[config.mk]
export PLATFORM = sky130hd
export DESIGN_NAME = crossbar_arb4
export DESIGN_NICKNAME = d
export VERILOG_FILES = /design/src/rtl/crossbar_arb4.sv
export SDC_FILE = /design/constraint.sdc
export NUM_CORES = 1
export LEC_CHECK = 0
export BUFFER_PORTS_ARGS = -buffer_cell sky130_fd_sc_hd__buf_2
export CAP_MARGIN = 20
export CORE_MARGIN = 2
export CORE_UTILIZATION = 55
export DETAILED_ROUTE_END_ITERATION = 12
export GPL_TIMING_DRIVEN = 0
export PLACE_DENSITY = 0.86
export SLEW_MARGIN = 15
export SYNTH_ARGS = -nofsm -noshare
export SYNTH_HDL_FRONTEND = slang
export SYNTH_SLANG_ARGS = --single-unit
[constraint.sdc]
create_clock -name clk -period 4.35 [get_ports clk]
set_input_delay 0.87 -clock clk [delete_from_list [all_inputs] [get_ports clk]]
set_output_delay 0.87 -clock clk [all_outputs]
set_load 0.005 [all_outputs]
[src/rtl/crossbar_arb4.sv]
// crossbar_arb4: per-output round-robin arbiter with wormhole locking for a 4x4 crossbar.
// Define CROSSBAR_ARB_DOMAIN_EN to add security-domain eligibility and per-input violation flags.
module crossbar_arb4 #(
    parameter logic [1:0] p_reset_ptr = 2'd0,
    parameter bit         p_lock_en   = 1'b1
) (
    input  logic       clk,
    input  logic       reset_n,
    input  logic [3:0] in_val,
    input  logic [7:0] in_dest,
    input  logic [3:0] in_tail,
    output logic [3:0] in_rdy,
    output logic [3:0] out_val,
    input  logic [3:0] out_rdy,
    output logic [1:0] sel0,
    output logic [1:0] sel1,
    output logic [1:0] sel2,
    output logic [1:0] sel3
`ifdef CROSSBAR_ARB_DOMAIN_EN
    ,
    input  logic [3:0] in_domain,
    input  logic [3:0] out_domain,
    output logic [3:0] viol
`endif
);
    typedef enum logic {IDLE, LOCKED} st_t;
    st_t        st [4];
    logic [1:0] owner [4];
    logic [1:0] ptr [4];
    logic [1:0] last_sel [4];
    logic [1:0] gnt [4];
    logic [1:0] sel [4];
    logic [3:0] req [4];
    logic [3:0] gv;
    always_comb begin
        for (int o = 0; o < 4; o++) begin
            for (int i = 0; i < 4; i++) begin
`ifdef CROSSBAR_ARB_DOMAIN_EN
                req[o][i] = in_val[i] && in_dest[2*i +: 2] == 2'(o) && !(in_domain[i] && !out_domain[o]);
`else
                req[o][i] = in_val[i] && in_dest[2*i +: 2] == 2'(o);
`endif
            end
        end
        for (int o = 0; o < 4; o++) begin
            gv[o]  = 1'b0;
            gnt[o] = ptr[o];
            if (st[o] == LOCKED) begin
                gv[o]  = req[o][owner[o]];
                gnt[o] = owner[o];
            end else begin
                // walk from the far end so the closest-to-pointer requester wins
                for (int k = 3; k >= 0; k--) begin
                    if (req[o][ptr[o] + 2'(k)]) begin
                        gv[o]  = 1'b1;
                        gnt[o] = ptr[o] + 2'(k);
                    end
                end
            end
        end
        for (int i = 0; i < 4; i++)
            in_rdy[i] = reset_n && gv[in_dest[2*i +: 2]] && gnt[in_dest[2*i +: 2]] == 2'(i)
                        && out_rdy[in_dest[2*i +: 2]];
        for (int o = 0; o < 4; o++) begin
            out_val[o] = reset_n && gv[o];
            sel[o]     = !reset_n ? 2'd0 : gv[o] ? gnt[o] : last_sel[o];
        end
    end
    assign sel0 = sel[0];
    assign sel1 = sel[1];
    assign sel2 = sel[2];
    assign sel3 = sel[3];
    always_ff @(posedge clk or negedge reset_n) begin
        if (!reset_n) begin
            for (int o = 0; o < 4; o++) begin
                st[o]       <= IDLE;
                owner[o]    <= 2'd0;
                ptr[o]      <= p_reset_ptr;
                last_sel[o] <= 2'd0;
            end
        end else begin
            for (int o = 0; o < 4; o++) begin
                if (gv[o] && out_rdy[o]) begin
                    last_sel[o] <= gnt[o];
                    if (in_tail[gnt[o]] || !p_lock_en) begin
                        st[o]  <= IDLE;
                        ptr[o] <= gnt[o] + 2'd1;
                    end else begin
                        st[o]    <= LOCKED;
                        owner[o] <= gnt[o];
                    end
                end
            end
        end
    end
`ifdef CROSSBAR_ARB_DOMAIN_EN
    always_ff @(posedge clk or negedge reset_n) begin
        if (!reset_n)
            viol <= 4'd0;
        else
            for (int i = 0; i < 4; i++)
                viol[i] <= in_val[i] && in_domain[i] && !out_domain[in_dest[2*i +: 2]];
    end
`endif
endmodule

---- Word level (Yosys, flattened, before mapping) ----
Index checks and enable logic that the tools add are counted.
W data, S select, Z words.
word-level totals
  flip-flop bits (word level) ............. 28
  bits of input ports ..................... 22
  output and inout bits ................... 16
  logic and storage cells ................. 264
cells by class
  add/sub/neg operators ................... 16
  order comparisons ....................... 32
  equal/unequal tests ..................... 15
  mux-type cells .......................... 128
  bitwise operators ....................... 8
  reduce and logical (&&, ||, !) cells .... 49
operators by type and width
  kind                   count
  $lt A2 B3 Y1 const B   28
  $mux W2                36
  $bmux W1 S2            32
  $mux W1                56
  $logic_and A1 B1 Y1    36
  $eq A2 B2 Y1 const B   10
  $add A2 B1 Y2 const B  8
  $add A2 B2 Y2 const B  8
  $bmux W2 S2            4
  $reduce_and A2 Y1      8
  $ge A3 B3 Y1 const B   4
  $not A2 Y3             4
  $eq A2 B1 Y1 const B   5
  $logic_not A2 Y1       5
  $not A1 Y1             4

---- Depth between registers and ports, before layout ----
Gate-level depths: netlist of run 1.
  word-level depth ........................ 15
  depth in mapped cells ................... 9
  gate-level depth less buffers ........... 7

---- Worst setup path before layout of run 1 ----
No wires, ideal clock.
  path kind ............................... input port to output port
  start ................................... in in_dest[0]
  end ..................................... out in_rdy[0]
  arrival ................................. 2.755 ns
  data required time ...................... 3.480 ns
  setup slack ............................. 0.725 ns
  cell stages on the path ................. 9
  buffers on the path ..................... 2
  path through ............................ buf_4 > or3b_4 > o22ai_1 > a221oi_1 > a22o_1 > buf_6 > or3b_1 > a221o_1 > a21oi_2
between the ends
  word-level cells in the longest chain between the ends .. 15
  elaborated cells on any way between the ends .. 100
  those cells by class .................... eq/ne (3); mux (87); bitwise (1); reduce/logical (9)
RTL lines
  what                                         RTL line  RTL
  start: declaration                           10        input logic [7:0] in_dest,
  $eq A2 B2 Y1, or another cell as far along   41        req[o][i] = in_val[i] && in_dest[2*i +: 2] == 2'(o);
  $logic_and A1 B1 Y1                          41
  $bmux W1 S2                                  54        if (req[o][ptr[o] + 2'(k)]) begin
  $mux W1 (not written as such)                54
  $mux W2 (4 in series)                        54
  $mux W2                                      48        if (st[o] == LOCKED) begin
  $bmux W2 S2                                  62        in_rdy[i] = reset_n && gv[in_dest[2*i +: 2]] && gnt[in_dest[2*i +: 2]] == 2'(i)
  $mux W2 (not written as such) (2 in series)  62
  $logic_not A2 Y1                             62
  $logic_and A1 B1 Y1                          62
  $logic_and A1 B1 Y1 (*)                      63        && out_rdy[in_dest[2*i +: 2]];
  end: declaration                             12        output logic [3:0] in_rdy,
Every way passes the cells marked *; elsewhere a longest branch is shown, timed or not. The select of a mux whose other input is x is not followed.

---- Final worst setup path of run 1 ----
  start ................................... in in_dest[3]
  end ..................................... out in_rdy[0]
between the ends
  word-level cells in the longest chain between the ends .. 15
  elaborated cells on any way between the ends .. 97
  those cells by class .................... eq/ne (3); mux (85); reduce/logical (9)
RTL lines
  what                                         RTL line
  $eq A2 B2 Y1, or another cell as far along   41
  $logic_and A1 B1 Y1                          41
  $bmux W1 S2                                  54
  $mux W1 (not written as such)                54
  $mux W2 (4 in series)                        54
  $mux W2                                      48
  $bmux W2 S2                                  62
  $mux W2 (not written as such) (2 in series)  62
  $logic_not A2 Y1                             62
  $logic_and A1 B1 Y1 (*)                      62
  $logic_and A1 B1 Y1 (*)                      63
Marks and branches as above.

==> results_dict.tcl, run 1 <==
set metrics [dict create \
    initial_utilization_pct 56.85 \
    yosysMostFrequentCell "dfrtp_1" \
    ys_ff_latch 28 \
    rows 25 \
    final-setup-viol-count 0 \
    power.leakage_nw 1.272 \
    post-route-util_pct 63.31 \
    power.total_mw 1.845 \
    maxCapViolCount 0 \
    grt_pass1_wl_mm 11.05 \
    cts_buffer_depth 2 \
    pwr-share-seq_pct 26.6 \
    portBuffers 36 \
    p_switching_mw 0.8440 \
    hold_class "reg -> reg" \
    swShare_pct 45.74 \
    post_cts_resized 0 \
    grt_pass1_vias 2348 \
    synth_top_area_share_pct 26.27 \
    h-tree-depth 1 \
    gp_congestion 0.9219 \
    gr-total-overflow 0 \
    clkSlewWorstSetupHoldPaths_ns 0.10 \
    grt_max_degree 30 \
    num_vias 2536 \
    timing.fmax_mhz 239.2 \
    cts_tree "yes" \
    vias_per_cell 6.587 \
    hpwl_mm 5.151 \
    power_density_nw_per_um2 621.3 \
    drtIter0Drc 222 \
    post_cts_buffers 0 \
    hold_buffers 0 \
    grt_antenna_before_repair 0 \
    grtUsageTotal_pct 26.36 \
    finalMaxSlewViolations 0 \
    coreArea_sq_um 4692 \
    timing.slew.headroom_pct 48.48 \
    finalHoldViolCount 0 \
    layout_min_cycle_time_ns 4.181 \
    status "finished clean" \
    final_nets 354 \
    rsz0062_at_grt "no" \
    clock_latency_ns 0.29 \
    synth_edf_count 0 \
    ys_warn_count 0 \
    die_w_microns 73.64 \
    routedWlPerCell_microns 18.08 \
    endpoint_kind "output pin" \
    syn-num-nets 313 \
    layoutNonFillerInstCount 385 \
    yosysUniqueCellTypes 80 \
    netlist_area_sq_um 2668 \
    die_h_microns 73.64 \
    routed_wl_mm 6.960 \
    pwr-share-clk_pct 9.1 \
    synth_top_area_cell "dfrtp_1" \
    pin_count 38 \
    cts.sinks 28 \
    cp.required_ns 3.48 \
    setup_tns_ns 0 \
    arrival_ns 3.31 \
    yosys-top-cells-count "dfrtp_1, nor2_1, nand2_1" \
    ir_worst_vdd_mv 0.3491 \
    tightest_slew_ns 0.7662 \
    die_area_sq_um 5423 \
    num_antenna_cells 0 \
    syn_to_final_growth_pct 11.35 \
    fin_crit_sh_pct 96.11 \
    final_antenna_net_count 0 \
    cts_root_buf "clkbuf_8" \
    synth_flop_cell "dfrtp_1" \
    internal-power_mw 1.001 \
    drive_gt1_share_pct 25.38 \
    cts_made_buffers 3 \
    syn_inst 291 \
    skew_ns 0.002874 \
    avgSynthCellArea_sq_um 9.167 \
    crit_type "in -> out" \
    numPlacedInstances 381 \
    detail_route.first_pass.iterations 4 \
    ys_top_cells_by_area "dfrtp_1, mux2i_1, mux2_1, nor2_1, nand2_1" \
    route.detailed.drc 0 \
    synthArstFlopShare_pct 100.0 \
    cp-start-kind "primary input" \
    combPwrFrac_pct 64.3 \
    ys_seq_area_share_pct 26.27 \
    crit_fanout 10 \
]
[placed cells by master, fill, tap and decap left out, types with 4 or more instances in the layout]
cell type	Yosys	routed
a211oi_1	5	5
a21oi_1	14	14
a31oi_1	4	4
and2_1	9	9
and3b_1	4	4
buf_2	6	42
buf_4	4	4
clkbuf_1	4	4
clkbuf_8	0	4
dfrtp_1	28	28
inv_1	12	12
mux2_1	8	8
mux2_2	5	5
mux2i_1	14	14
nand2_1	19	19
nand2b_1	5	5
nand3_1	14	14
nand3b_1	6	6
nor2_1	20	20
nor3_1	4	4
o21a_1	4	4
o21ai_0	8	8
o22ai_1	5	5
[path summary, 6_finish.rpt]
kind | startpoint | to | slack [ns] | cells after the start
max | in_dest[3] | in_rdy[0] | 0.17 | 9
min | last_sel[0]$_DFFE_PN0P_ | last_sel[0]$_DFFE_PN0P_ | 0.50 | 2
max reg2reg | st[1]$_DFFE_PN0P_ | owner[2]$_DFFE_PN0P_ | 1.93 | 8
min reg2reg | last_sel[0]$_DFFE_PN0P_ | last_sel[0]$_DFFE_PN0P_ | 0.50 | 2
max in group asynchronous | reset_n | ptr[2]$_DFFE_PN0P_ | 3.32 | 1
min in group asynchronous | reset_n | ptr[5]$_DFFE_PN0P_ | 0.60 | 1
[stage by stage]
stage	area (sq um)	setup WS, ns	hold slack, ns
3_5_place_dp	2915	0.2275	0.4741
6_report	2970	0.1691	0.5030
2_1_floorplan	2668	0.7250	0.4505
3_3_place_gp	2915	0.2779	0.4695
5_1_grt	2970	0.1074	0.5179
4_1_cts	2970	0.2092	0.4977
[state kept, by name, summed over array words and instances (netlist names)]
register  count
st            4
last_sel      8
owner         8
ptr           8
[power by group through the flow]
stage                     Sequential [mW]  Combinational (mW)  Clock, mW
after global routing                0.509                1.30      0.177
after detailed placement            0.495                1.17          0
final                               0.491                1.19      0.168
after global placement              0.484                1.14          0
after CTS                           0.489                1.18      0.171
after floorplan                     0.463               0.929          0
[worst max-delay path: stages]
cell	delay [ns]
buf_2	0.11
buf_2	0.18
nor3b_1	0.45
o41ai_1	0.15
a22oi_1	0.49
or3b_1	0.42
a221o_1	0.37
a21oi_2	0.15
buf_2	0.13
[cell type report]
class,count,area (sq um)
buffer,17,101.3
clock buffer,4,55.05
fill,406,1722
inverter,12,45.04
multi-input combinational,234,1821
sequential,28,700.7
tap,54,67.56
timing repair buffer,36,180.2
[per-layer routing]
metal  up-vias  GRT usage (%)  share of wire, %
li1       1206              -                 -
met1      1207          36.94                45
met2       110          41.67                47
met3        13          2.743               6.5
met4         0          10.51               2.2
met5         -              0                 0
[kinds of logic after synthesis]
family,share of synthesized area [%]
AO/OA/AOI/OAI,27.35
AND/OR/NAND/NOR,26.31
buffers and inverters,5.487
multiplexers,13.27
XOR/XNOR,1.314
flip-flops,26.27
Note: power is estimated with default switching activity, not from simulation.
==> run 2: changes to the inputs <==
RECOVER_POWER = 50   (was default)
==> run 2 against run 1 <==
Net effect: routed wire length up 0.24%; first-iteration DRC count up 8.6%; clock-buffer cell count unchanged; non-clock buffer count is the same; final cell count is the same; largest cell class unchanged.
==> results_dict.tcl, run 2 (same netlist as run 1, synthesis figures left out) <==
set metrics [dict create \
    crit_type "in -> out" \
    power.total_mw 1.831 \
    layout_min_cycle_time_ns 4.172 \
    fin_crit_sh_pct 95.91 \
    final_common_cell "buf_2" \
    final_nets 354 \
    die_w_microns 73.64 \
    gr-total-overflow 0 \
    hold_class "reg -> reg" \
    drive_gt1_share_pct 24.47 \
    dp_slack_ns 0.2275 \
    clock_latency_ns 0.29 \
    r2r_cells 6 \
    post_cts_resized 0 \
    setup_tns_ns 0 \
    grtUsageTotal_pct 26.36 \
    syn_to_final_growth_pct 10.60 \
    cp-start-kind "primary input" \
    hold_buffers 0 \
    grt_max_degree 30 \
    timing.slew.headroom_pct 48.97 \
    vias_per_cell 6.660 \
    holdWs_ns 0.5028 \
    fillers 408 \
    die_h_microns 73.64 \
    portBuffers 36 \
    cp.required_ns 3.48 \
    detail_route.first_pass.iterations 6 \
    routedWlPerCell_microns 18.12 \
    tightest_slew_ns 0.7589 \
    hold_depth 2 \
    cts_tree "yes" \
    grt_pass1_vias 2348 \
    num_vias 2564 \
    route.detailed.drc 0 \
    reg_top3 "last_sel (8), owner (8), ptr (8)" \
    arrival_ns 3.30 \
    coreArea_sq_um 4692 \
    final_antenna_net_count 0 \
    power_density_nw_per_um2 620.7 \
    post-route-util_pct 62.88 \
    rsz0062_at_grt "no" \
    maxCapViolCount 0 \
    crit_fanout 10 \
    power.leakage_nw 1.268 \
    cts_made_buffers 3 \
    die_area_sq_um 5423 \
    timing.fmax_mhz 239.7 \
    num_antenna_cells 0 \
    pin_count 38 \
    rows 25 \
    endpoint_kind "output pin" \
    finalHoldViolCount 0 \
    fin_ws_ns 0.1778 \
    routed_wl_mm 6.977 \
    grt_antenna_before_repair 0 \
    initial_utilization_pct 56.85 \
    cts_buffer_depth 2 \
    gp_congestion 0.9219 \
    ir_worst_vdd_mv 0.3482 \
    cts.sinks 28 \
    clkSlewWorstSetupHoldPaths_ns 0.10 \
    hpwl_mm 5.151 \
    skew_ns 0.004459 \
    cts_root_buf "clkbuf_8" \
    final_cell_mix "buf_2, dfrtp_1, nor2_1, nand2_1" \
    status "finished clean" \
    final-setup-viol-count 0 \
    post_cts_buffers 0 \
    grt_pass1_wl_mm 11.05 \
    drtIter0Drc 241 \
    finalMaxSlewViolations 0 \
    h-tree-depth 1 \
]
## run 2: cell counts in the layout (fill, tap and decap cells not counted)
Identical to the previous run, type by type.
## run 2: stage by stage
| stage | area (sq um) | cells |
|---|---|---|
| after floorplan | 2668 | 291 |
| after global placement | 2915 | 381 |
| after detailed placement | 2915 | 381 |
| after CTS | 2970 | 385 |
| after global routing | 2950 | 385 |
| final | 2950 | 385 |
## run 2: critical path, stage by stage
cell and delay, ns:
buf_2 0.11, buf_2 0.18, nor3b_1 0.45, o41ai_1 0.15
a22oi_1 0.49, or3b_1 0.42, a221o_1 0.37, a21oi_2 0.14
buf_2 0.13
## run 2: final cells by class
class | count | area [sq um] | area share (%)
multi-input cells | 234 | 1800 | 61.03
inverters | 12 | 45.04 | 1.527
clock buffers | 4 | 55.05 | 1.866
flip-flops and latches | 28 | 700.7 | 23.75
plain buffers | 17 | 101.3 | 3.435
repair buffers | 36 | 180.2 | 6.107
well taps | 54 | 67.56 | 2.290
## run 2: path summary, 6_finish.rpt
kind                                    startpoint                       to  slack (ns)
setup / recovery                        in_dest[3]                in_rdy[0]        0.18
hold / removal             last_sel[0]$_DFFE_PN0P_  last_sel[0]$_DFFE_PN0P_        0.50
setup reg to reg              owner[4]$_DFFE_PN0P_       ptr[4]$_DFFE_PN0P_        1.68
hold reg to reg            last_sel[0]$_DFFE_PN0P_  last_sel[0]$_DFFE_PN0P_        0.50
max in group asynchronous                  reset_n       ptr[2]$_DFFE_PN0P_        3.31
min in group asynchronous                  reset_n       ptr[4]$_DFFE_PN0P_        0.60
## run 2: where the power goes
group          switching [mW]  leakage (nW)  internal [mW]
registers               0.107         0.326          0.384
clock network          0.0872        0.0288         0.0814
logic                   0.642         0.913          0.529
total                   0.837          1.27          0.995
## run 2: layer usage
metal  global-route usage, %  up-vias  wire [microns]
li1                        -     1201               -
met1                   36.94     1215            3061
met2                   41.67      129            3237
met3                   2.743       19             500
met4                   10.51        0             178
met5                       0        -               0
